--- config.mk ---
export PLATFORM = sky130hd
export DESIGN_NAME = uart_tx
export DESIGN_NICKNAME = d
export VERILOG_FILES = /design/src/rtl/uart_pkg.sv /design/src/rtl/uart_tx_fifo.sv /design/src/rtl/uart_tx.sv
export SDC_FILE = /design/constraint.sdc
export NUM_CORES = 1
export LEC_CHECK = 0
export ABC_AREA = 1
export CORE_ASPECT_RATIO = 1.4
export CORE_MARGIN = 5
export CORE_UTILIZATION = 41
export CTS_CLUSTER_SIZE = 16
export DETAILED_ROUTE_END_ITERATION = 12
export DONT_BUFFER_PORTS = 1
export GPL_TIMING_DRIVEN = 0
export PLACE_DENSITY = 0.61
export RECOVER_POWER = 100
export SETUP_SLACK_MARGIN = 0.1
export SLEW_MARGIN = 20
export SYNTH_ARGS = -nofsm -noshare
export SYNTH_HDL_FRONTEND = slang
export SYNTH_SLANG_ARGS = --single-unit
--- constraint.sdc ---
create_clock -name clk -period 1.94 [get_ports clk]
set_input_delay 0.388 -clock clk [delete_from_list [all_inputs] [get_ports clk]]
set_output_delay 0.388 -clock clk [all_outputs]
set_load 0.01 [all_outputs]
--- src/rtl/uart_pkg.sv ---
// Shared UART definitions: frame-state encoding and bit-timing helpers,
// used by both the transmitter and the receiver.
package uart_pkg;

    typedef enum logic [1:0] {
        ST_IDLE  = 2'd0,
        ST_START = 2'd1,
        ST_DATA  = 2'd2,
        ST_STOP  = 2'd3
    } uart_state_e;

    function automatic int cycles_per_bit(input int clk_hz, input int bit_rate);
        return clk_hz / bit_rate;
    endfunction

    // Counter width for values 0..n-1, never narrower than one bit.
    function automatic int width_of(input int n);
        return (n > 1) ? $clog2(n) : 1;
    endfunction

endpackage

--- src/rtl/uart_tx_fifo.sv ---
// Synchronous transmit FIFO; pointers carry one extra wrap bit so that
// full and empty are distinguished without a separate counter.
module uart_tx_fifo #(
    parameter int DEPTH = 4,
    parameter int WIDTH = 8
) (
    input  logic             clk,
    input  logic             reset,
    input  logic             push,
    input  logic [WIDTH-1:0] push_data,
    input  logic             pop,
    output logic [WIDTH-1:0] head,
    output logic             full,
    output logic             empty
);
    localparam int AW = $clog2(DEPTH);

    logic [AW:0]      wr_ptr_q, wr_ptr_d;
    logic [AW:0]      rd_ptr_q, rd_ptr_d;
    logic [WIDTH-1:0] mem_q [DEPTH];

    always_comb begin
        wr_ptr_d = wr_ptr_q;
        rd_ptr_d = rd_ptr_q;
        if (push) wr_ptr_d = wr_ptr_q + (AW+1)'(1);
        if (pop)  rd_ptr_d = rd_ptr_q + (AW+1)'(1);
    end

    always_ff @(posedge clk or posedge reset) begin
        if (reset) begin
            wr_ptr_q <= '0;
            rd_ptr_q <= '0;
        end else begin
            wr_ptr_q <= wr_ptr_d;
            rd_ptr_q <= rd_ptr_d;
        end
    end

    // Storage needs no reset: entries are only read once written.
    always_ff @(posedge clk) begin
        if (push) mem_q[wr_ptr_q[AW-1:0]] <= push_data;
    end

    assign head  = mem_q[rd_ptr_q[AW-1:0]];
    assign empty = (wr_ptr_q == rd_ptr_q);
    assign full  = (wr_ptr_q[AW] != rd_ptr_q[AW]) &&
                   (wr_ptr_q[AW-1:0] == rd_ptr_q[AW-1:0]);

endmodule

--- src/rtl/uart_tx.sv ---
// UART transmitter: queues bytes in a small FIFO and serialises them as
// start / LSB-first data / stop frames on a registered, idle-high line.
module uart_tx
    import uart_pkg::*;
#(
    parameter int CLK_HZ       = 10_000_000,
    parameter int BIT_RATE     = 115200,
    parameter int PAYLOAD_BITS = 8,
    parameter int STOP_BITS    = 1,
    parameter int FIFO_DEPTH   = 4
) (
    input  logic                    clk,
    input  logic                    reset,
    input  logic [PAYLOAD_BITS-1:0] uart_tx_data,
    input  logic                    uart_tx_valid,
    output logic                    uart_tx_ready,
    output logic                    uart_tx_busy,
    output logic                    uart_txd
);
    localparam int CPB = cycles_per_bit(CLK_HZ, BIT_RATE);
    localparam int CW  = width_of(CPB);
    localparam int IW  = width_of((PAYLOAD_BITS > STOP_BITS) ? PAYLOAD_BITS : STOP_BITS);

    localparam logic [CW-1:0] BIT_LAST  = CW'(CPB - 1);
    localparam logic [IW-1:0] DATA_LAST = IW'(PAYLOAD_BITS - 1);
    localparam logic [IW-1:0] STOP_LAST = IW'(STOP_BITS - 1);

    uart_state_e             state_q, state_d;
    logic [CW-1:0]           cnt_q, cnt_d;
    logic [IW-1:0]           idx_q, idx_d;
    logic [PAYLOAD_BITS-1:0] shift_q, shift_d;
    logic                    txd_q, txd_d;

    logic                    fifo_push, fifo_pop, fifo_full, fifo_empty;
    logic [PAYLOAD_BITS-1:0] fifo_head;
    logic                    bit_end;

    assign fifo_push = uart_tx_valid & ~fifo_full;

    uart_tx_fifo #(
        .DEPTH (FIFO_DEPTH),
        .WIDTH (PAYLOAD_BITS)
    ) u_fifo (
        .clk       (clk),
        .reset     (reset),
        .push      (fifo_push),
        .push_data (uart_tx_data),
        .pop       (fifo_pop),
        .head      (fifo_head),
        .full      (fifo_full),
        .empty     (fifo_empty)
    );

    assign bit_end = (cnt_q == BIT_LAST);

    always_comb begin
        state_d  = state_q;
        cnt_d    = cnt_q;
        idx_d    = idx_q;
        shift_d  = shift_q;
        fifo_pop = 1'b0;

        case (state_q)
            ST_IDLE: begin
                if (!fifo_empty) begin
                    fifo_pop = 1'b1;
                    shift_d  = fifo_head;
                    cnt_d    = '0;
                    state_d  = ST_START;
                end
            end
            ST_START: begin
                if (bit_end) begin
                    cnt_d   = '0;
                    idx_d   = '0;
                    state_d = ST_DATA;
                end else begin
                    cnt_d = cnt_q + CW'(1);
                end
            end
            ST_DATA: begin
                if (bit_end) begin
                    cnt_d   = '0;
                    shift_d = shift_q >> 1;
                    if (idx_q == DATA_LAST) begin
                        idx_d   = '0;
                        state_d = ST_STOP;
                    end else begin
                        idx_d = idx_q + IW'(1);
                    end
                end else begin
                    cnt_d = cnt_q + CW'(1);
                end
            end
            ST_STOP: begin
                if (bit_end) begin
                    cnt_d = '0;
                    if (idx_q == STOP_LAST) begin
                        idx_d = '0;
                        // Chain straight into the next start bit when data is waiting.
                        if (!fifo_empty) begin
                            fifo_pop = 1'b1;
                            shift_d  = fifo_head;
                            state_d  = ST_START;
                        end else begin
                            state_d = ST_IDLE;
                        end
                    end else begin
                        idx_d = idx_q + IW'(1);
                    end
                end else begin
                    cnt_d = cnt_q + CW'(1);
                end
            end
            default: state_d = ST_IDLE;
        endcase

        // Line level follows the state being entered so txd stays a clean flop.
        case (state_d)
            ST_START: txd_d = 1'b0;
            ST_DATA:  txd_d = shift_d[0];
            default:  txd_d = 1'b1;
        endcase
    end

    always_ff @(posedge clk or posedge reset) begin
        if (reset) begin
            state_q <= ST_IDLE;
            cnt_q   <= '0;
            idx_q   <= '0;
            shift_q <= '0;
            txd_q   <= 1'b1;
        end else begin
            state_q <= state_d;
            cnt_q   <= cnt_d;
            idx_q   <= idx_d;
            shift_q <= shift_d;
            txd_q   <= txd_d;
        end
    end

    assign uart_tx_ready = ~fifo_full;
    assign uart_tx_busy  = (state_q != ST_IDLE) | ~fifo_empty;
    assign uart_txd      = txd_q;

endmodule
==> Implementation_results.wiki <==
{| class="wikitable"
! Metric !! Value
|-
| Outcome || completed
|-
| Part of the Yosys area used for sequential elements || 55.7%
|-
| Initial antenna violation count || 0
|-
| Longest Clk Path Bufs || 2
|-
| Effective utilization at floorplan || 42.1%
|-
| Total number of H-tree levels || 3
|-
| Async S/R FF share, synth || 45.8%
|-
| Count of unique library cells instantiated by Yosys || 33
|-
| Final worst clock skew || 0.00787 ns
|-
| Number of global-route vias before repair || 2049
|-
| Power Density || 959 mW/mm²
|-
| CP Data Required Time || 2.00 ns
|-
| Number of warnings issued by yosys || 0
|-
| Instance area after placement || 0.00306 mm²
|-
| Wire length reported by the detailed router || 5840 µm
|-
| Hold Crit Class || in -> reg
|-
| Worst stage delay on the critical path || 0.43 ns
|-
| I/O pin total || 14
|-
| Setup repair after global routing missed its margin || yes
|-
| Total die area || 0.00899 mm²
|-
| Min cycle time layout || 1.79 ns
|-
| Layout overhead on the synthesized area || 17.4%
|-
| Final slew viol count || 0
|-
| Worst-path maximum fanout || 8
|-
| Placer congestion estimate || 0.793
|-
| Instance count after placement with tap cells included || 385
|-
| Syn_nets || 315
|-
| Clock latency at the later pin of the worst-skew pair || 0.34 ns
|-
| Sink Count || 59
|-
| Relative contribution of the clock network to total power || 35.6%
|-
| GRT Resource Usage Total || 14.5%
|-
| Launch point of the worst reg-to-reg path || u_fifo.rd_ptr_q[1]
|-
| Standby leakage power || 1.47 nW
|-
| Post-layout util || 49.5%
|-
| Drt wl/cell || 14.1 µm
|-
| Total gr overflow || 0
|-
| Worst-path cell with the longest stage delay || sky130_fd_sc_hd__dfrtp_1
|-
| Relative max-transition margin || 28.6%
|-
| Total setup violations reported at the end of the flow || 0
|-
| CTS buffer count || 9
|-
| Number of I/O port buffers || 0
|-
| CTS tree || done
|-
| Diode insertion count for antenna repair || 0
|-
| Net total in the final layout || 339
|-
| Share of Yosys cell area claimed by the top area cell type || 32.7%
|-
| Cell class contributing the biggest share of worst-path delay || simple AND/OR/NAND/NOR gates
|-
| Detailed-routing iteration count for the pre-antenna-repair pass || 4
|-
| Number of max-cap violations || 0
|-
| Detailed Route Iter0 Violations || 102
|-
| Dpl hpwl || 3880 µm
|-
| Ranking of synthesized cells by instance count || 57 x sky130_fd_sc_hd__nand2_1, 32 x sky130_fd_sc_hd__edfxtp_1, 29 x sky130_fd_sc_hd__nor2_1
|-
| Ordered cell list for the critical path || buf_6 -> nand2_1 -> nand2_2 -> nand4_1 -> nand2_4 -> nor2_1 -> buf_12
|-
| Class of the most critical setup path || reg -> reg
|-
| Gate Count Post-Synth || 290
|-
| Residual antenna-violating net count after detailed routing || 0
|-
| Global-route wire length before repair || 9680 µm
|-
| Sw power || 969 µW
|-
| Top_reg_cell synth || sky130_fd_sc_hd__edfxtp_1
|-
| Clock transition at the registers of the reported paths || 0.08 ns
|-
| Type of element launching the critical path || flip-flop
|-
| Switching part of the total power || 29.2%
|-
| Area of the core || 0.00698 mm²
|-
| Vertical die dimension || 110 µm
|-
| Flop and latch count out of synthesis || 59
|-
| Hold_sp || uart_tx_data[4]
|-
| Average cell area after synthesis || 10.1 µm²
|-
| Cell area after layout || 0.00345 mm²
|-
| DR DRC count || 0
|-
| Number of inserted filler cells in the final layout || 644
|-
| Data arrival at the endpoint of the critical path || 1.84 ns
|-
| Comb pwr share || 17.4%
|-
| Horiz. Die Dim || 81.6 µm
|-
| Peak VDD IR || 0.907 mV
|-
| Final period util || 92.1%
|-
| Average via count per standard cell || 4.96
|-
| Combined buffer and inverter count along the critical path || 2
|-
| Dominant cell type by area after synthesis || sky130_fd_sc_hd__edfxtp_1
|-
| Upper clock frequency limit || 560 MHz
|-
| Post-Synthesis Cell Area || 0.00294 mm²
|-
| Pin count of the biggest net entering global routing || 28
|-
| Fraction of final layout cells sized beyond drive strength 1 || 19.4%
|-
| Launching instance or port of the critical path || u_fifo.rd_ptr_q[1]
|-
| Worst setup EP type || flip-flop
|-
| Area contributors post-synth || sky130_fd_sc_hd__edfxtp_1 33%, sky130_fd_sc_hd__dfrtp_1 22%, sky130_fd_sc_hd__nand2_1 7.3%
|-
| Slew at the pin closest to its max-slew limit || 1.07 ns
|-
| Via count || 2053
|-
| Number of core rows || 36
|-
| Layout Cells excl Fill || 414
|-
| Register share of total power || 47.0%
|-
| Internal Pwr Total || 2.35 mW
|-
| Clock Root Buffer || sky130_fd_sc_hd__clkbuf_8
|-
| Most frequent cell after synthesis || sky130_fd_sc_hd__nand2_1
|-
| Final hold violation count || 0
|-
| Number of flops mapped to enable cells by yosys || 32
|}
power groups by stage:
| stage | clock (mW) | combinational [mW] | sequential, mW |
|---|---|---|---|
| floorplan | 0 | 0.317 | 1.57 |
| global placement | 0 | 0.397 | 1.59 |
| detailed placement | 0 | 0.409 | 1.59 |
| CTS | 1.20 | 0.439 | 1.56 |
| global route | 1.26 | 0.640 | 1.57 |
| finish | 1.18 | 0.577 | 1.56 |
path summary, 6_finish.rpt:
path | endpoint | slack, ns | depth (start not counted)
max in group asynchronous | u_fifo.rd_ptr_q[0] | 1.09 | 1
setup reg to reg | u_fifo.mem_q[1][6] | 0.15 | 7
hold reg to reg | shift_q[2] | 0.49 | 2
hold / removal | u_fifo.mem_q[3][4] | 0.13 | 0
min in group asynchronous | cnt_q[0] | 0.20 | 1
setup / recovery | u_fifo.mem_q[1][6] | 0.15 | 7
flip-flops by register name, summed over array words and instances (netlist names):
signal           cells
u_fifo.mem_q        32
shift_q              8
cnt_q                7
idx_q                3
u_fifo.rd_ptr_q      3
u_fifo.wr_ptr_q      3
state_q              2
uart_txd             1
layout make-up:
type                            instances  area (µm²)  area share (%)
Buffer                                  5        37.5            1.09
Clock buffer                            9         124            3.59
Clock inverter                          7        85.1            2.46
Inverter                               31         126            3.66
Multi-Input combinational cell        195        1190            34.4
Sequential cell                        59        1640            47.4
Tap cell                               95         119            3.44
Timing Repair Buffer                   13         135            3.91
layout by cell type (no fill, tap or decap), types with 2 or more instances in the layout:
| master | n |
|---|---|
| sky130_fd_sc_hd__a21oi_1 | 6 |
| sky130_fd_sc_hd__a32o_1 | 2 |
| sky130_fd_sc_hd__buf_12 | 3 |
| sky130_fd_sc_hd__buf_2 | 2 |
| sky130_fd_sc_hd__buf_4 | 7 |
| sky130_fd_sc_hd__buf_6 | 2 |
| sky130_fd_sc_hd__clkbuf_4 | 3 |
| sky130_fd_sc_hd__clkbuf_8 | 9 |
| sky130_fd_sc_hd__clkinv_4 | 3 |
| sky130_fd_sc_hd__dfrtp_1 | 26 |
| sky130_fd_sc_hd__edfxtp_1 | 32 |
| sky130_fd_sc_hd__ha_1 | 13 |
| sky130_fd_sc_hd__inv_1 | 27 |
| sky130_fd_sc_hd__inv_2 | 2 |
| sky130_fd_sc_hd__inv_6 | 2 |
| sky130_fd_sc_hd__inv_8 | 2 |
| sky130_fd_sc_hd__nand2_1 | 57 |
| sky130_fd_sc_hd__nand2_2 | 5 |
| sky130_fd_sc_hd__nand2_4 | 3 |
| sky130_fd_sc_hd__nand3_1 | 17 |
| sky130_fd_sc_hd__nand3_4 | 2 |
| sky130_fd_sc_hd__nand4_1 | 3 |
| sky130_fd_sc_hd__nor2_1 | 26 |
| sky130_fd_sc_hd__nor2_2 | 3 |
| sky130_fd_sc_hd__nor2_4 | 5 |
| sky130_fd_sc_hd__nor3_1 | 2 |
| sky130_fd_sc_hd__o21ai_0 | 21 |
| sky130_fd_sc_hd__o21ai_4 | 2 |
| sky130_fd_sc_hd__o22a_1 | 5 |
| sky130_fd_sc_hd__o22ai_1 | 8 |
| sky130_fd_sc_hd__xor2_1 | 8 |
layer usage:
layer  global-route usage [%]  share of wire [%]  vias to the layer above
li1                         -                  -                     1036
met1                     17.3                 43                      976
met2                     23.8                 51                       34
met3                     4.55                3.5                        7
met4                     6.65                2.1                        0
met5                        0                  0                        -
timing repair:
action / 4_1_cts / 5_1_grt
gates resized for setup: 7 / 15
hold buffers: 0 / 0
endpoints found under the setup margin: 36 / 43
pin swaps: 0 / 11
buffers inserted: 0 / 13
logic make-up (layout without fill, tap and decap cells):
family	count (synthesis)	after routing	share of synthesized area [%]
AND/OR/NAND/NOR	124	124	20.2
flip-flops	59	59	55.7
AO/OA/AOI/OAI	48	48	10.3
buffers and inverters	36	65	5.15
adder cells (fa/ha/maj)	14	14	5.95
XOR/XNOR	9	9	2.68
through the flow:
step	setup TNS (ns)	hold slack, ns	power (mW)	setup WS [ns]
floorplan	0	0.440	1.89	0.133
global placement	-8.14	0.464	1.98	-0.342
detailed placement	-8.58	0.382	2.00	-0.358
CTS	-0.383	0.00455	3.20	-0.0279
global route	0	0.120	3.47	0.0531
finish	0	0.133	3.31	0.154
Note: power is estimated with default switching activity, not from simulation.
